**config.mk**
```make
export PLATFORM = sky130hd
export DESIGN_NAME = strobe_period_meter
export DESIGN_NICKNAME = d
export VERILOG_FILES = /design/src/rtl/strobe_period_meter.sv
export SDC_FILE = /design/constraint.sdc
export NUM_CORES = 1
export LEC_CHECK = 0
export BUFFER_PORTS_ARGS = -buffer_cell sky130_fd_sc_hd__buf_2
export CAP_MARGIN = 20
export CELL_PAD_IN_SITES_DETAIL_PLACEMENT = 1
export CELL_PAD_IN_SITES_GLOBAL_PLACEMENT = 1
export CORE_ASPECT_RATIO = 1.25
export CORE_MARGIN = 2
export CORE_UTILIZATION = 46
export DETAILED_ROUTE_END_ITERATION = 10
export GPL_TIMING_DRIVEN = 0
export HOLD_SLACK_MARGIN = 0.08
export PLACE_DENSITY = 0.74
export SYNTH_ARGS = -nofsm -noshare
export SYNTH_HDL_FRONTEND = slang
export SYNTH_SLANG_ARGS = --single-unit
```
**constraint.sdc**
```tcl
create_clock -name clk_i -period 2.9 [get_ports clk_i]
set_clock_uncertainty 0.2 [all_clocks]
set_input_delay 0.145 -clock clk_i [delete_from_list [all_inputs] [get_ports clk_i]]
set_output_delay 0.145 -clock clk_i [all_outputs]
set_load 0.02 [all_outputs]
```
**src/rtl/strobe_period_meter.sv**
```systemverilog
// strobe_period_meter: measures clk_i cycles between successive rising edges of
// an (optionally asynchronous) strobe and presents each interval on valid/ready.
module strobe_period_meter #(
   parameter int COUNTER_WIDTH = 16,
   parameter int SYNC_STAGES   = 2
) (
   input  logic                     clk_i,
   input  logic                     a_rst_n_i,
   input  logic                     enable_i,
   input  logic                     strobe_i,
   output logic [COUNTER_WIDTH-1:0] period_o,
   output logic                     overflow_o,
   output logic                     valid_o,
   input  logic                     ready_i,
   output logic                     lost_o,
   input  logic                     clear_lost_i
);
   localparam logic [COUNTER_WIDTH-1:0] MAX = '1;
   typedef enum logic [1:0] {IDLE, ARM, MEASURE} state_t;
   state_t                   state, state_nxt;
   logic [SYNC_STAGES-1:0]   sync;
   logic                     dly, rise_q, emit, emit_ovf, res_vld, res_ovf, drop;
   logic [COUNTER_WIDTH-1:0] cnt, cnt_nxt, res_period;
   assign drop = res_vld & valid_o & ~ready_i;
   always_comb begin
      state_nxt = state;
      cnt_nxt   = cnt;
      emit      = 1'b0;
      emit_ovf  = 1'b0;
      if (!enable_i) begin
         state_nxt = IDLE;
         cnt_nxt   = '0;
      end else begin
         case (state)
            IDLE: begin
               state_nxt = ARM;
               cnt_nxt   = '0;
            end
            ARM: if (rise_q) begin
               state_nxt = MEASURE;
               cnt_nxt   = COUNTER_WIDTH'(1);
            end
            MEASURE: begin
               emit      = rise_q | (cnt == MAX);
               emit_ovf  = ~rise_q & (cnt == MAX);
               cnt_nxt   = rise_q ? COUNTER_WIDTH'(1) : emit_ovf ? '0 : cnt + 1'b1;
               state_nxt = emit_ovf ? ARM : MEASURE;
            end
            default: state_nxt = IDLE;
         endcase
      end
   end
   // Edge is registered and the result staged once so valid_o follows the
   // sampling edge by SYNC_STAGES+2 cycles.
   always_ff @(posedge clk_i or negedge a_rst_n_i) begin
      if (!a_rst_n_i) begin
         sync       <= '0;
         dly        <= 1'b0;
         rise_q     <= 1'b0;
         state      <= IDLE;
         cnt        <= '0;
         res_vld    <= 1'b0;
         res_ovf    <= 1'b0;
         res_period <= '0;
         period_o   <= '0;
         overflow_o <= 1'b0;
         valid_o    <= 1'b0;
         lost_o     <= 1'b0;
      end else begin
         sync       <= {sync[SYNC_STAGES-2:0], strobe_i};
         dly        <= sync[SYNC_STAGES-1];
         rise_q     <= sync[SYNC_STAGES-1] & ~dly;
         state      <= state_nxt;
         cnt        <= cnt_nxt;
         res_vld    <= emit;
         res_ovf    <= emit_ovf;
         res_period <= cnt;
         if (res_vld && !drop) begin
            period_o   <= res_period;
            overflow_o <= res_ovf;
            valid_o    <= 1'b1;
         end else if (valid_o && ready_i) begin
            valid_o <= 1'b0;
         end
         lost_o <= drop | (lost_o & ~clear_lost_i);
      end
   end
endmodule

```
# Yosys cells after proc, flatten, opt, wreduce, memory -nomap -nowiden
# Index checks and enable logic that the tools add are counted.
[word_totals]
reg_bits = 59
output_inout_bits = 19
[classes]
add_sub_neg = 1
n_eq_ne = 5
muxes = 15
n_bitwise = 11
reduce_logical = 6
[ops]
columns = ["op", "n"]
rows = [
  ["2-to-1 mux 16 bit", 4],
  ["one-hot mux 16 bit (3 select lines)", 1],
  ["adder 16 x 1 -> 16 bit, second input constant", 1],
  ["== test 16 bit, second input constant", 1],
  ["2-to-1 mux 1 bit", 6],
  ["2-to-1 mux 2 bit", 3],
  ["one-hot mux 2 bit (3 select lines)", 1],
  ["bitwise AND 1 bit", 5],
  ["!= test 4 x 1 -> 1 bit, second input constant", 1],
  ["NOT 1 bit", 4],
  ["!= test 3 bit, second input constant", 1],
  ["== test 2 x 1 -> 1 bit, second input constant", 1],
  ["== test 2 bit, second input constant", 1],
  ["logical AND 1 bit", 2],
  ["zero test 2 bit", 1],
  ["OR 1 bit", 2],
  ["AND reduction 2 bit", 1],
  ["nonzero test 2 bit", 1],
  ["zero test 1 bit", 1],
]

# Logic depth before layout (Yosys ltp)
[logic_depth]
word_depth = 6
ltp_mapped = 8

# Worst setup path after synthesis
# OpenSTA, ideal clock, no wires.
[synth_timing]
kind = "reg2reg"
start = "register cnt[0]"
end = "register cnt[6]"
arrival_time_ps = 1834
required_time_ps = 2570
path_slack_ps = 736
path_stages_with_launch = 8
path_buffers = 2
cell_sequence = "dfrtp_1 -> ha_1 -> nand3_1 -> or4_4 -> buf_6 -> buf_8 -> a32oi_1 -> o41ai_1"
[synth_between]
elab_chain_cells = 6
word_cells_on_any_way = 7
[synth_lines]
columns = ["element", "line", "source"]
rows = [
  ["start: declaration", "23", "logic [COUNTER_WIDTH-1:0] cnt, cnt_nxt, res_period;"],
  ["start signal: assignment", "74", "cnt <= cnt_nxt;"],
  ["parallel branches: the longest is 2 deep, another holds adder 16 x 1 -> 16 bit", "n/a", ""],
  ["2-to-1 mux 16 bit (*) (2 in series)", "46", "cnt_nxt = rise_q ? COUNTER_WIDTH'(1) : emit_ovf ? '0 : cnt + 1'b1;"],
  ["one-hot mux 16 bit (3 select lines) (*)", "34", "case (state)"],
  ["2-to-1 mux 16 bit (*)", "30", "if (!enable_i) begin"],
]
# Every way passes the cells marked *.
# A chain may end at the register's enable or synchronous reset.

# Worst setup path in the final report
[layout_timing]
start = "register state[1]"
end = "register cnt[6]"
[layout_between]
elab_chain_cells = 3
word_cells_on_any_way = 8
[layout_lines]
columns = ["element", "line", "source"]
rows = [
  ["start: declaration", "20", "state_t state, state_nxt;"],
  ["start signal: assignment", "73", "state <= state_nxt;"],
  ["== test 2 bit, or another cell as far along", "34", ""],
  ["one-hot mux 16 bit (3 select lines), or another cell as far along", "34", ""],
  ["2-to-1 mux 16 bit or AND reduction 2 bit (tied branches)", "n/a", ""],
]
# Parallel ways exist; a longest one is shown, timed or not.

==> out/qor.yml <==
outcome:
  outcome: "finished, final reports clean"
finish:
  fill_cells: 547
  syn2layout_area_growth_pct: 19.92
  antenna_cells: 0
  drive_above_1_share_pct: 26.09
  nets: 259
  post-route-util_pct: 57.72
  stdcell_area_um2: 2953
global_route:
  grt_max_degree: 44
  use_met2_pct: 36.45
  grt.busiest_layer: "met2"
  grt_antenna_before_repair: 0
  grt_use_met3_pct: 6.228
  grt_pass1_wl_um: 9660
  grt_usage_pct: 21.00
  grt_pass1_vias: 2023
  grt.met1_usage_pct: 23.82
  grt_overflow: 0
cts:
  clock-sinks: 59
  cts_tree: "built"
  postCtsSetupBuffers: 0
  cts-root-buf: "clkbuf_8"
  h-tree-depth: 3
  cts-buffers-inserted: 9
  clkSlewWorstSetupHoldPaths_ns: 0.06
  cts_buffer_depth: 2
  clkLatencyLatePin_ns: 0.33
drt:
  postRouteAntennaNets: 0
  drc: 0
  first_pass_iters: 4
  drt-total-wl_um: 5586
  wire_per_inst_um: 17.73
  viasPerCell: 5.848
  drt_iter0_drc: 67
  vias: 1842
logic_synthesis:
  yosys_register_bits: 59
  synth_edf_count: 0
  synth.area.mux_share_pct: 8.587
  netlist_instances: 205
  synth.area.top_cells: "dfrtp_1, mux2_2, ha_1"
  ys.flop_type: "dfrtp_1"
  ys_seq_area_share_pct: 59.96
  synth_nets: 216
  synth_top_area_share_pct: 59.96
  synthesis.area_um2: 2462
  synthArstFlopShare_pct: 100.0
  syn_area_per_cell_um2: 12.01
  synthAdderAreaFrac_pct: 2.541
  yosysWarnings: 0
  synth_top_family_by_area: "simple AND/OR/NAND/NOR gates"
  post_synth_xor_area_fraction_pct: 0
  yosys.area.top_type: "dfrtp_1"
  yosysUniqueCellTypes: 43
  synth-simple-area-share_pct: 13.87
  synth_compound_area_share_pct: 11.33
critical_path:
  r2r_end: "cnt[6]"
  crit_arrival_ns: 2.63
  setup.worst_path.start: "state[1]"
  rr_startpoint: "state[1]"
  r2r_slack_ns: 0.29
  crit_end: "cnt[6]"
  cp.required_ns: 2.92
  criticalPathCategory: "reg2reg"
  crit_path_max_fanout: 8
  end_kind: "flop"
  start_kind: "flop"
  worst_r2r_path_depth: 6
min_path:
  hold_start: "sync[0]"
  min_path_type: "reg2reg"
timing:
  slew_headroom_pct: 59.37
  worst_slew_pin_slew_ns: 0.6074
  rsz0062_at_grt: "false"
  layout_min_cycle_time_ns: 2.606
  hold_viol_final: 0
  drv_slew: 0
  fmax_ghz: 0.3838
  fin_crit_sh_pct: 89.85
  tns_ns: 0
  setup_viol: 0
place:
  gp_congestion: 0.8262
  postPlaceCellArea_um2: 2675
  io_buffers: 23
  hpwlAfterDp_um: 3894
floorplan:
  die_area_um2: 5958
  die_x_um: 69.44
  row_count: 29
  core_area_um2: 5116
  pin_count: 25
  start_util_pct: 48.13
  die_y_um: 85.80
power_and_ir_drop:
  vdd_drop_max_v: 0.0004520
  power_density_nw_per_um2: 663.1
  p_leak_nw: 1.422
  p_total_mw: 1.958
run:
  cap_violations: 0
## sequential cells by signal (all words and copies together), names as in the netlist, 2 cells and up
name	count
res_period	16
sync	2
state	2
cnt	16
period_o	16
## routing by layer
layer,up-vias,share of wire [%]
li1,846,-
met1,928,42
met2,49,51
met3,19,3.8
met4,0,3.3
met5,-,0
## cell usage after synthesis, types with 2 or more instances
master / n
dfrtp_1: 59
mux2_2: 17
nand2_1: 16
inv_1: 11
nand3_1: 10
a31oi_1: 9
nand4_1: 7
a21oi_1: 5
ha_1: 5
nor2_1: 5
o211ai_1: 5
o21ai_0: 5
clkbuf_1: 4
nor3_1: 4
nor4_1: 4
o22ai_1: 4
and3_1: 3
o21a_1: 3
a22o_1: 2
mux2i_1: 2
nor2b_1: 2
o31ai_1: 2
## stage by stage
stage / setup slack (ns) / instances / hold slack, ns
2_1_floorplan: 0.7359 / 205 / -0.3506
5_1_grt: 0.1492 / 315 / 0.1834
3_5_place_dp: 0.06012 / 291 / -0.1055
4_1_cts: 0.04350 / 315 / 0.1663
3_3_place_gp: 0.2481 / 290 / 0.05564
6_report: 0.2944 / 315 / 0.1602
## layout make-up
class | instances | area [um^2] | area share (%)
clock buffer | 9 | 123.9 | 4.195
clock inverter | 7 | 68.82 | 2.331
tap | 62 | 77.57 | 2.627
buffer | 8 | 50.05 | 1.695
timing repair buffer | 32 | 215.2 | 7.288
sequential | 59 | 1476 | 50.00
multi-input combinational | 127 | 899.6 | 30.47
inverter | 11 | 41.29 | 1.398
## kinds of logic after synthesis
| group | after synthesis |
|---|---|
| compound gates | 42 |
| simple gates | 61 |
| buf+inv | 19 |
| fa+ha+maj | 5 |
| mux | 19 |
| flops | 59 |
## cells in the final DEF (no fill, tap or decap), drive strengths merged, types with 3 or more instances in the layout
master       count
o211ai           5
o21ai            6
clkinv           4
o21a             3
clkbuf          13
nor3             5
dlygate4sd3      8
dfrtp           59
a21oi            5
nand4            8
buf             28
nor2             5
o22ai            4
mux2            17
nor4             4
and3             3
inv             11
a31oi            9
nand3           10
nand2           16
ha               5
## worst max-delay path, cell delays in order, from the launching register on
cell,delay [ns]
dfrtp_1,0.42
inv_1,0.12
ha_1,0.34
nand4b_1,0.29
nor3_2,0.53
nand2_1,0.30
o41ai_1,0.30
## power by group
| group | leakage (nW) | switching [mW] | internal (mW) |
|---|---|---|---|
| clock network | 0.0950 | 0.320 | 0.392 |
| registers | 0.814 | 0.0360 | 0.858 |
| logic | 0.513 | 0.220 | 0.132 |
## worst min-delay path by stage
| stage | end | cells past startpoint |
|---|---|---|
| 6_report | sync[1] | 0 |
| 5_1_grt | sync[1] | 0 |
| 3_5_place_dp | valid_o | 1 |
| 2_1_floorplan | cnt[0] | 0 |
| 3_3_place_gp | sync[0] | 1 |
| 4_1_cts | sync[1] | 0 |
## repair_timing
item / 4_1_cts / 5_1_grt
hold buffers: 8 / 0
resized for setup: 0 / 1
hold endpoints to repair: 67 / 0
endpoints found under the setup margin: 0 / 2
(Power assumes the default switching activity.)
